### config.mk
export PLATFORM = sky130hd
export DESIGN_NAME = led_pulse_stretcher_flat
export DESIGN_NICKNAME = d
export VERILOG_FILES = /design/src/rtl/led_pulse_stretcher_pkg.sv /design/src/rtl/led_pulse_stretcher_if.sv /design/src/rtl/led_pulse_stretcher_tick_gen.sv /design/src/rtl/led_pulse_stretcher.sv /design/src/flat_wrapper.sv
export SDC_FILE = /design/constraint.sdc
export NUM_CORES = 1
export LEC_CHECK = 0
export BUFFER_PORTS_ARGS = -buffer_cell sky130_fd_sc_hd__buf_2
export CORE_MARGIN = 2
export CORE_UTILIZATION = 45
export CTS_CLUSTER_DIAMETER = 200
export DETAILED_ROUTE_END_ITERATION = 10
export MAX_ROUTING_LAYER = met4
export PLACE_DENSITY = 0.61
export SYNTH_ARGS = -nofsm -noshare
export SYNTH_HDL_FRONTEND = slang
export SYNTH_SLANG_ARGS = --single-unit
### constraint.sdc
create_clock -name CLK100MHZ -period 8.7 [get_ports CLK100MHZ]
set_input_delay 0 -clock CLK100MHZ [delete_from_list [all_inputs] [get_ports CLK100MHZ]]
set_output_delay 0 -clock CLK100MHZ [all_outputs]
set_load 0.02 [all_outputs]
### src/rtl/led_pulse_stretcher_pkg.sv
// Shared types and timing defaults for the button/LED/display front-end blocks.
// The debouncer and the counter display share this tick base.
package led_pulse_stretcher_pkg;

  typedef enum logic [1:0] {
    ST_IDLE = 2'd0,
    ST_ON   = 2'd1,
    ST_GAP  = 2'd2
  } lps_state_t;

  localparam int unsigned DEF_DIV       = 100000;
  localparam int unsigned DEF_ON_TICKS  = 200;
  localparam int unsigned DEF_GAP_TICKS = 100;
  localparam int unsigned DEF_PEND_W    = 4;

  // Width of a counter that must reach max(on_t, gap_t).
  function automatic int unsigned tick_cnt_w(input int unsigned on_t, input int unsigned gap_t);
    int unsigned m;
    m = (on_t > gap_t) ? on_t : gap_t;
    return int'($clog2(m + 1));
  endfunction

endpackage

### src/rtl/led_pulse_stretcher_if.sv
// Event-in / LED-status-out bundle of the pulse stretcher.
interface led_pulse_stretcher_if
  import led_pulse_stretcher_pkg::*;
#(
  parameter int unsigned PEND_W = DEF_PEND_W
) ();

  logic              pulse;
  logic              led;
  logic              busy;
  logic [PEND_W-1:0] pending;
  logic              overflow;

  modport master (output pulse, input led, input busy, input pending, input overflow);
  modport slave  (input pulse, output led, output busy, output pending, output overflow);

endinterface

### src/rtl/led_pulse_stretcher_tick_gen.sv
// Divide-by-DIV prescaler emitting a one-cycle tick; i_clr restarts the period.
module led_pulse_stretcher_tick_gen
  import led_pulse_stretcher_pkg::*;
#(
  parameter int unsigned DIV = DEF_DIV
) (
  input  logic i_clk,
  input  logic i_rst,
  input  logic i_clr,
  output logic o_tick_c
);

  localparam int unsigned CW = (DIV > 1) ? $clog2(DIV) : 1;

  logic [CW-1:0] r_cnt;

  assign o_tick_c = (r_cnt == CW'(DIV - 1));

  always_ff @(posedge i_clk) begin
    if (i_rst || i_clr || o_tick_c) r_cnt <= '0;
    else                            r_cnt <= r_cnt + CW'(1);
  end

endmodule

### src/rtl/led_pulse_stretcher.sv
// Turns one-cycle events into distinct LED blinks; events arriving mid-blink
// are queued in a saturating counter and replayed back to back.
module led_pulse_stretcher
  import led_pulse_stretcher_pkg::*;
#(
  parameter int unsigned DIV       = DEF_DIV,
  parameter int unsigned ON_TICKS  = DEF_ON_TICKS,
  parameter int unsigned GAP_TICKS = DEF_GAP_TICKS,
  parameter int unsigned PEND_W    = DEF_PEND_W
) (
  input  logic                  CLK100MHZ,
  input  logic                  rst,
  led_pulse_stretcher_if.slave  bus
);

  localparam int unsigned     TW       = tick_cnt_w(ON_TICKS, GAP_TICKS);
  localparam logic [PEND_W-1:0] PEND_MAX = {PEND_W{1'b1}};

  lps_state_t        r_state;
  logic [TW-1:0]     r_tcnt;
  logic [PEND_W-1:0] r_pending;
  logic              r_overflow;
  logic              r_led;
  logic              r_busy;

  logic w_tick;
  logic w_on_done;
  logic w_gap_done;
  logic w_consume;
  logic w_clr;

  assign w_on_done  = (r_state == ST_ON)  && w_tick && (r_tcnt == TW'(ON_TICKS - 1));
  assign w_gap_done = (r_state == ST_GAP) && w_tick && (r_tcnt == TW'(GAP_TICKS - 1));
  assign w_consume  = ((r_state == ST_IDLE) || w_gap_done) && (r_pending != '0);
  // Holding the prescaler clear in IDLE guarantees it starts at 0 on ON entry.
  assign w_clr      = (r_state == ST_IDLE) || w_on_done || w_gap_done;

  led_pulse_stretcher_tick_gen #(.DIV(DIV)) u_tick_gen (
    .i_clk    (CLK100MHZ),
    .i_rst    (rst),
    .i_clr    (w_clr),
    .o_tick_c (w_tick)
  );

  // Saturating queue of not-yet-started blinks; simultaneous +1/-1 cancel.
  always_ff @(posedge CLK100MHZ) begin
    if (rst) begin
      r_pending  <= '0;
      r_overflow <= 1'b0;
    end else if (bus.pulse && !w_consume) begin
      if (r_pending == PEND_MAX) r_overflow <= 1'b1;
      else                       r_pending  <= r_pending + PEND_W'(1);
    end else if (!bus.pulse && w_consume) begin
      r_pending <= r_pending - PEND_W'(1);
    end
  end

  always_ff @(posedge CLK100MHZ) begin
    if (rst) begin
      r_state <= ST_IDLE;
      r_tcnt  <= '0;
      r_led   <= 1'b0;
      r_busy  <= 1'b0;
    end else begin
      case (r_state)
        ST_IDLE: begin
          r_tcnt <= '0;
          if (w_consume) begin
            r_state <= ST_ON;
            r_led   <= 1'b1;
            r_busy  <= 1'b1;
          end else begin
            r_led   <= 1'b0;
            r_busy  <= 1'b0;
          end
        end
        ST_ON: begin
          if (w_on_done) begin
            r_state <= ST_GAP;
            r_tcnt  <= '0;
            r_led   <= 1'b0;
          end else if (w_tick) begin
            r_tcnt  <= r_tcnt + TW'(1);
          end
        end
        ST_GAP: begin
          if (w_gap_done) begin
            r_tcnt <= '0;
            if (w_consume) begin
              r_state <= ST_ON;
              r_led   <= 1'b1;
            end else begin
              r_state <= ST_IDLE;
              r_busy  <= 1'b0;
            end
          end else if (w_tick) begin
            r_tcnt <= r_tcnt + TW'(1);
          end
        end
        default: begin
          r_state <= ST_IDLE;
          r_tcnt  <= '0;
          r_led   <= 1'b0;
          r_busy  <= 1'b0;
        end
      endcase
    end
  end

  assign bus.led      = r_led;
  assign bus.busy     = r_busy;
  assign bus.pending  = r_pending;
  assign bus.overflow = r_overflow;

endmodule

### src/flat_wrapper.sv
// flat-port wrapper written by rule: the top's interface ports become plain ports
module led_pulse_stretcher_flat import led_pulse_stretcher_pkg::*;
#(
  parameter int unsigned DIV       = DEF_DIV,
  parameter int unsigned ON_TICKS  = DEF_ON_TICKS,
  parameter int unsigned GAP_TICKS = DEF_GAP_TICKS,
  parameter int unsigned PEND_W    = DEF_PEND_W
)
  (CLK100MHZ, rst, bus_pulse, bus_led, bus_busy, bus_pending, bus_overflow);
  led_pulse_stretcher_if #(.PEND_W(PEND_W)) bus_i ();
  input  logic CLK100MHZ;
  input  logic rst;
  input wire logic [$bits(bus_i.pulse)-1:0] bus_pulse;
  output wire logic [$bits(bus_i.led)-1:0] bus_led;
  output wire logic [$bits(bus_i.busy)-1:0] bus_busy;
  output wire logic [$bits(bus_i.pending)-1:0] bus_pending;
  output wire logic [$bits(bus_i.overflow)-1:0] bus_overflow;
  assign bus_i.pulse = bus_pulse;
  assign bus_led = bus_i.led;
  assign bus_busy = bus_i.busy;
  assign bus_pending = bus_i.pending;
  assign bus_overflow = bus_i.overflow;
  led_pulse_stretcher #(.DIV(DIV), .ON_TICKS(ON_TICKS), .GAP_TICKS(GAP_TICKS), .PEND_W(PEND_W)) u_core (.CLK100MHZ(CLK100MHZ), .rst(rst), .bus(bus_i));
endmodule
Word-level counts from Yosys, hierarchy flattened. Cells that the tools add are included.

Register bits after elaboration: 34. Input port bits: 3. Output and inout port bits: 7. Word-level logic and storage cells: 66.

Add/sub/neg operators: 4. Eq/ne operators: 12. Muxes and demuxes: 20. Bitwise gates (word level): 1. Reduce and logical (&&, ||, !) cells: 22.

Operators by type and width (count): $mux 8 (3); $add 17x1->17 const B (1); $eq 17x17->1 const B (1); $pmux 8 s2 (1); $mux 4 (3); $reduce_and 3->1 (3); $add 8x1->8 const B (1); $eq 8x7->1 const B (1); $eq 8x8->1 const B (1); $ne 2x1->1 const B (4); $logic_and 1x1->1 (7); $mux 1 (7); $mux 2 (3); $pmux 1 s3 (2); $pmux 2 s3 (1); $logic_or 1x1->1 (5); $add 4x1->4 const B (1); $eq 4x4->1 const B (1); $ne 2x2->1 const B (2); $reduce_and 2->1 (2); $reduce_bool 4->1 (1); $sub 4x1->4 const B (1); $eq 2x1->1 const B (1); $eq 2x2->1 const B (1); 4 further kinds (5).

Longest topological paths before layout.
Depth in word-level cells: 9. Mapped depth: 12. Depth with buffers taken out: 12.

Hierarchy. A second synthesis with hierarchy kept.

Cell total of the unflattened synthesis: 205. Area total of the unflattened synthesis: 1844.3 um^2.

Modules (own cells, without submodules): led_pulse_stretcher (instances 1, cells an instance 116, area each 1043.5 um^2, seq. area each 340.3 um^2); led_pulse_stretcher_tick_gen (instances 1, cells an instance 89, area each 800.8 um^2, seq. area each 340.3 um^2).

Least setup slack after synthesis. OpenSTA, ideal clock, no wires.

Path kind: flip-flop to flip-flop. From: register u_core.u_tick_gen.r_cnt[0]. To: register u_core.r_pending[3], in the netlist u_core.bus.pending[3]. Library setup time: 0.121 ns. Data arrival time: 3.147 ns. Data required time: 8.579 ns. Slack: 5.432 ns. Stages on the path, launching flop included: 12. Path buffers: 0. Period minus slack after synthesis: 3.268 ns. Cell sequence: dfxtp_1 ha_1 or4b_4 nor4_2 a31oi_2 nand2_1 ha_1 a21o_1 a21oi_1 nor2_1 mux2i_1 mux2_2.

Longest elaborated chain between the ends: 9. Elaborated cells on any way between the ends: 12. Those cells by class: eq/ne (2); mux (1); reduce/logical (9).

Ends and longest elaborated chain: start, declared (RTL line led_pulse_stretcher_tick_gen.sv:15) `logic [CW-1:0] r_cnt;`; start signal, assigned (RTL line led_pulse_stretcher_tick_gen.sv:21) `else r_cnt <= r_cnt + CW'(1);`; $eq 17x17->1 (*) (RTL line led_pulse_stretcher_tick_gen.sv:17) `assign o_tick_c = (r_cnt == CW'(DIV - 1));`; $logic_and 1x1->1 (*) (2 in series) (RTL line led_pulse_stretcher.sv:33) `assign w_gap_done = (r_state == ST_GAP) && w_tick && (r_tcnt == TW'(GAP_TICKS - 1));`; $logic_or 1x1->1 (*) (RTL line led_pulse_stretcher.sv:34) `assign w_consume = ((r_state == ST_IDLE) || w_gap_done) && (r_pending != '0);`; $logic_and 1x1->1 (*) (RTL line led_pulse_stretcher.sv:34); $logic_not 1->1 (RTL line led_pulse_stretcher.sv:50) `end else if (bus.pulse && !w_consume) begin`; $logic_and 1x1->1 (RTL line led_pulse_stretcher.sv:50); $ne 2x2->1 (no source line) / $reduce_bool 2->1 (equally long branches); $reduce_and 2->1 (no source line); end signal, assigned (RTL line led_pulse_stretcher.sv:52) `else r_pending <= r_pending + PEND_W'(1);`; end signal, assigned (RTL line led_pulse_stretcher.sv:54) `r_pending <= r_pending - PEND_W'(1);`; end, declared (RTL line led_pulse_stretcher.sv:21) `logic [PEND_W-1:0] r_pending;`.

Mark *: on every way between the ends. The rest lies on a longest branch, timed or not. A chain may end at the register's enable or synchronous reset.

Final worst setup path. Ends and elaborated chain as after synthesis.

==> flow_metrics.tcl <==
set metrics [dict create \
    fin_tns_setup_ps 0 \
    r2r_cells 11 \
    worstHoldEndpoint "u_core.bus.overflow" \
    max_slew_margin 0.4517 \
    tritoncts "built" \
    wl_per_cell_microns 13.06 \
    yosysTopAreaCell "dfxtp_1" \
    dr.pass1.iters 4 \
    worst_slew_pin_slew_ps 815.6 \
    fmax_mhz 270.5 \
    p_per_area_nw_per_um2 238.1 \
    syn_nets 223 \
    crit_chain "ha_1 -> or4b_4 -> nor4_2 -> a31oi_2 -> nand2_1 -> ha_1 -> a21o_1 -> a21oi_1 -> nor2_1 -> mux2i_1 -> mux2_2" \
    initial_core_util 0.4692 \
    routed_wl_mm 3.551 \
    r2r-start "u_core.u_tick_gen.r_cnt[0]" \
    placed_cells 264 \
    cts.sinks 34 \
    fill_cells 379 \
    synthTopCellsByArea "dfxtp_1, nor2_1, xnor2_1" \
    numCtsBuffers 5 \
    regToRegEndpoint "u_core.bus.pending[3]" \
    synth_cell_types 49 \
    cts.clk_slew.worst_paths_ps 70 \
    final.setup_skew_ps 3.238 \
    rsz0062_at_grt "false" \
    n_antenna_cell 0 \
    async_flop_share 0 \
    synthXorXnorAreaFrac 0.1073 \
    netlist_area_sq_um 1877 \
    min_path_type "input port to flop" \
    grt_overflow 0 \
    fp.coreArea_sq_um 4000 \
    cp_data_arrival_time_ps 3870 \
    grt_pass1_vias 1410 \
    layout_setup_ws_ps 5004 \
    grt_start_max_net_pins 19 \
    p_leak_nw 0.7125 \
    start_kind "flop" \
    synth_compound_area_frac 0.1087 \
    synth_cells 211 \
    clock_path_buffers 2 \
    ioPinCount 10 \
    drtAntennaViolNets 0 \
    synth-simple-area-share 0.2793 \
    yosysTopAreaCellShare 0.3627 \
    cts-root-buf "clkbuf_8" \
    cts_setup_buffers 0 \
    synth_flop_cell "dfxtp_1" \
    required_ps 8880 \
    grt_pass1_wl_mm 5.996 \
    die_y_microns 68.58 \
    avgViaCountPerCell 5.504 \
    hold_viol 0 \
    place_ws_ps 5044 \
    synthAdderAreaFrac 0.06400 \
    grt_usage 0.1794 \
    port_buffers 9 \
    ys_seq_elements 34 \
    place_congestion 0.8317 \
    total_power_mw 0.4891 \
    dieWidth_microns 68.58 \
    setup_viol 0 \
    cts_hold_buf 0 \
    yosysWarningCount 0 \
    ir_drop_mv 0.1069 \
    critPathCaptureType "flop" \
    clock_latency_ps 280 \
    drt_iter0_drc 81 \
    die-area_sq_um 4703 \
    crit_slowest_cell "nor4_2" \
    hold_depth 2 \
    vias 1497 \
    synth_edf_count 0 \
    cpMostUsedCell "ha_1" \
    cts-resized-gates 0 \
    synth_top_family_by_area "simple AND/OR/NAND/NOR gates" \
    outcome "completed" \
    synth.avg_cell_area_sq_um 8.895 \
    worst-path-buf-inv 0 \
    hp-start "rst" \
    rows 23 \
    route.detailed.drc 0 \
    r2r_slack_ps 5000 \
    dpl.hpwl_mm 2.645 \
    h-tree-depth 2 \
    slew_viol_final 0 \
    layout-drive-gt1-share 0.1351 \
    path_delay_family "simple AND/OR/NAND/NOR gates" \
    drv_cap 0 \
    timing.final.crit_share 0.4249 \
    layout_min_cycle_time_ps 3696 \
    muxShareOfSynthArea 0.04467 \
    nNetsFinal 233 \
    cp_max_fo 9 \
    max_stage_delay_ps 730 \
    final_cells 272 \
    area_delta_synth_final_pct 9.467 \
    antenna_found_initial 0 \
    ys_seq_area_frac 0.3627 \
    critical_path_class "flop to flop" \
]
-- synthesized netlist by cell type (all sizes together) (2+ instances only) --
master / instances
nand3b: 3
mux2i: 5
or4: 3
and2: 2
a31oi: 2
dfxtp: 34
mux2: 3
nor4: 6
nand3: 10
o41ai: 2
nor3: 3
nor3b: 3
a21o: 2
o21ai: 2
or4bb: 2
buf: 2
clkbuf: 4
xor2: 11
a41o: 2
or3: 2
ha: 8
nor2: 35
nand2: 13
nand4: 3
inv: 10
a21oi: 5
and3: 2
nor2b: 3
xnor2: 12
nand4b: 2
-- cells by family after synthesis --
logic type,after synthesis
flops,34
fa+ha+maj,9
simple gates,97
xor+xnor,23
buf+inv,16
compound gates,24
mux,8
-- layer usage --
metal | GRT usage | share of wire | wire (microns) | vias up
met2 | 0.2945 | 0.46 | 1648 | 28
li1 | - | - | - | 772
met3 | 0.05357 | 0.045 | 159 | 5
met5 | - | 0 | 0 | -
met4 | 0.08000 | 0.014 | 51 | 0
met1 | 0.2008 | 0.48 | 1692 | 692
-- worst max-delay path by stage --
stage / start / to / slack, ps / depth (start not counted)
2_1_floorplan: u_core.u_tick_gen.r_cnt[0] / u_core.bus.pending[3] / 5430 / 11
3_3_place_gp: u_core.u_tick_gen.r_cnt[0] / u_core.bus.pending[3] / 5200 / 11
3_5_place_dp: u_core.u_tick_gen.r_cnt[0] / u_core.bus.pending[3] / 5040 / 11
4_1_cts: u_core.u_tick_gen.r_cnt[0] / u_core.bus.pending[3] / 5030 / 11
5_1_grt: u_core.u_tick_gen.r_cnt[0] / u_core.bus.pending[3] / 4810 / 11
6_report: u_core.u_tick_gen.r_cnt[0] / u_core.bus.pending[3] / 5000 / 11
-- state kept, by name, indices dropped and copies added (netlist names) --
signal	flops
u_core.bus.busy	1
u_core.bus.led	1
u_core.bus.overflow	1
u_core.bus.pending	4
u_core.r_state	2
u_core.r_tcnt	8
u_core.u_tick_gen.r_cnt	17
-- per-stage QoR --
stage,hold WS [ps],utilization,cell area [sq um]
3_3_place_gp,350.0,0.4898,1959
3_5_place_dp,364.9,0.4898,1959
2_1_floorplan,329.2,-,1877
4_1_cts,60.98,0.5136,2054
5_1_grt,92.38,0.5136,2054
6_report,70.02,0.5136,2054
-- placed cells by master, fill, tap and decap left out, types with 5 or more instances in the layout --
master,netlist,final
nor4_1,5,5
nand2_1,13,13
nand3_1,10,10
xnor2_1,12,12
inv_1,10,10
clkbuf_8,0,6
xor2_1,11,11
nor2_1,35,35
ha_1,8,8
mux2i_1,5,5
dfxtp_1,34,34
a21oi_1,5,5
buf_2,2,9
-- area by class of cell --
cell class,count,area [sq um],area share
multi-input combinational,161,1134,0.5518
clock inverter,2,12.51,0.006090
clock buffer,6,82.58,0.04019
tap,50,62.56,0.03045
timing repair buffer,9,45.04,0.02192
inverter,10,37.54,0.01827
sequential,34,680.7,0.3313
-- power breakdown --
part           internal [mW]  switching [mW]  total (mW)
combinational         0.0819          0.0968       0.179
sequential             0.171          0.0177       0.189
clock                 0.0636          0.0580       0.122
Power figures use the tool's default switching activity.
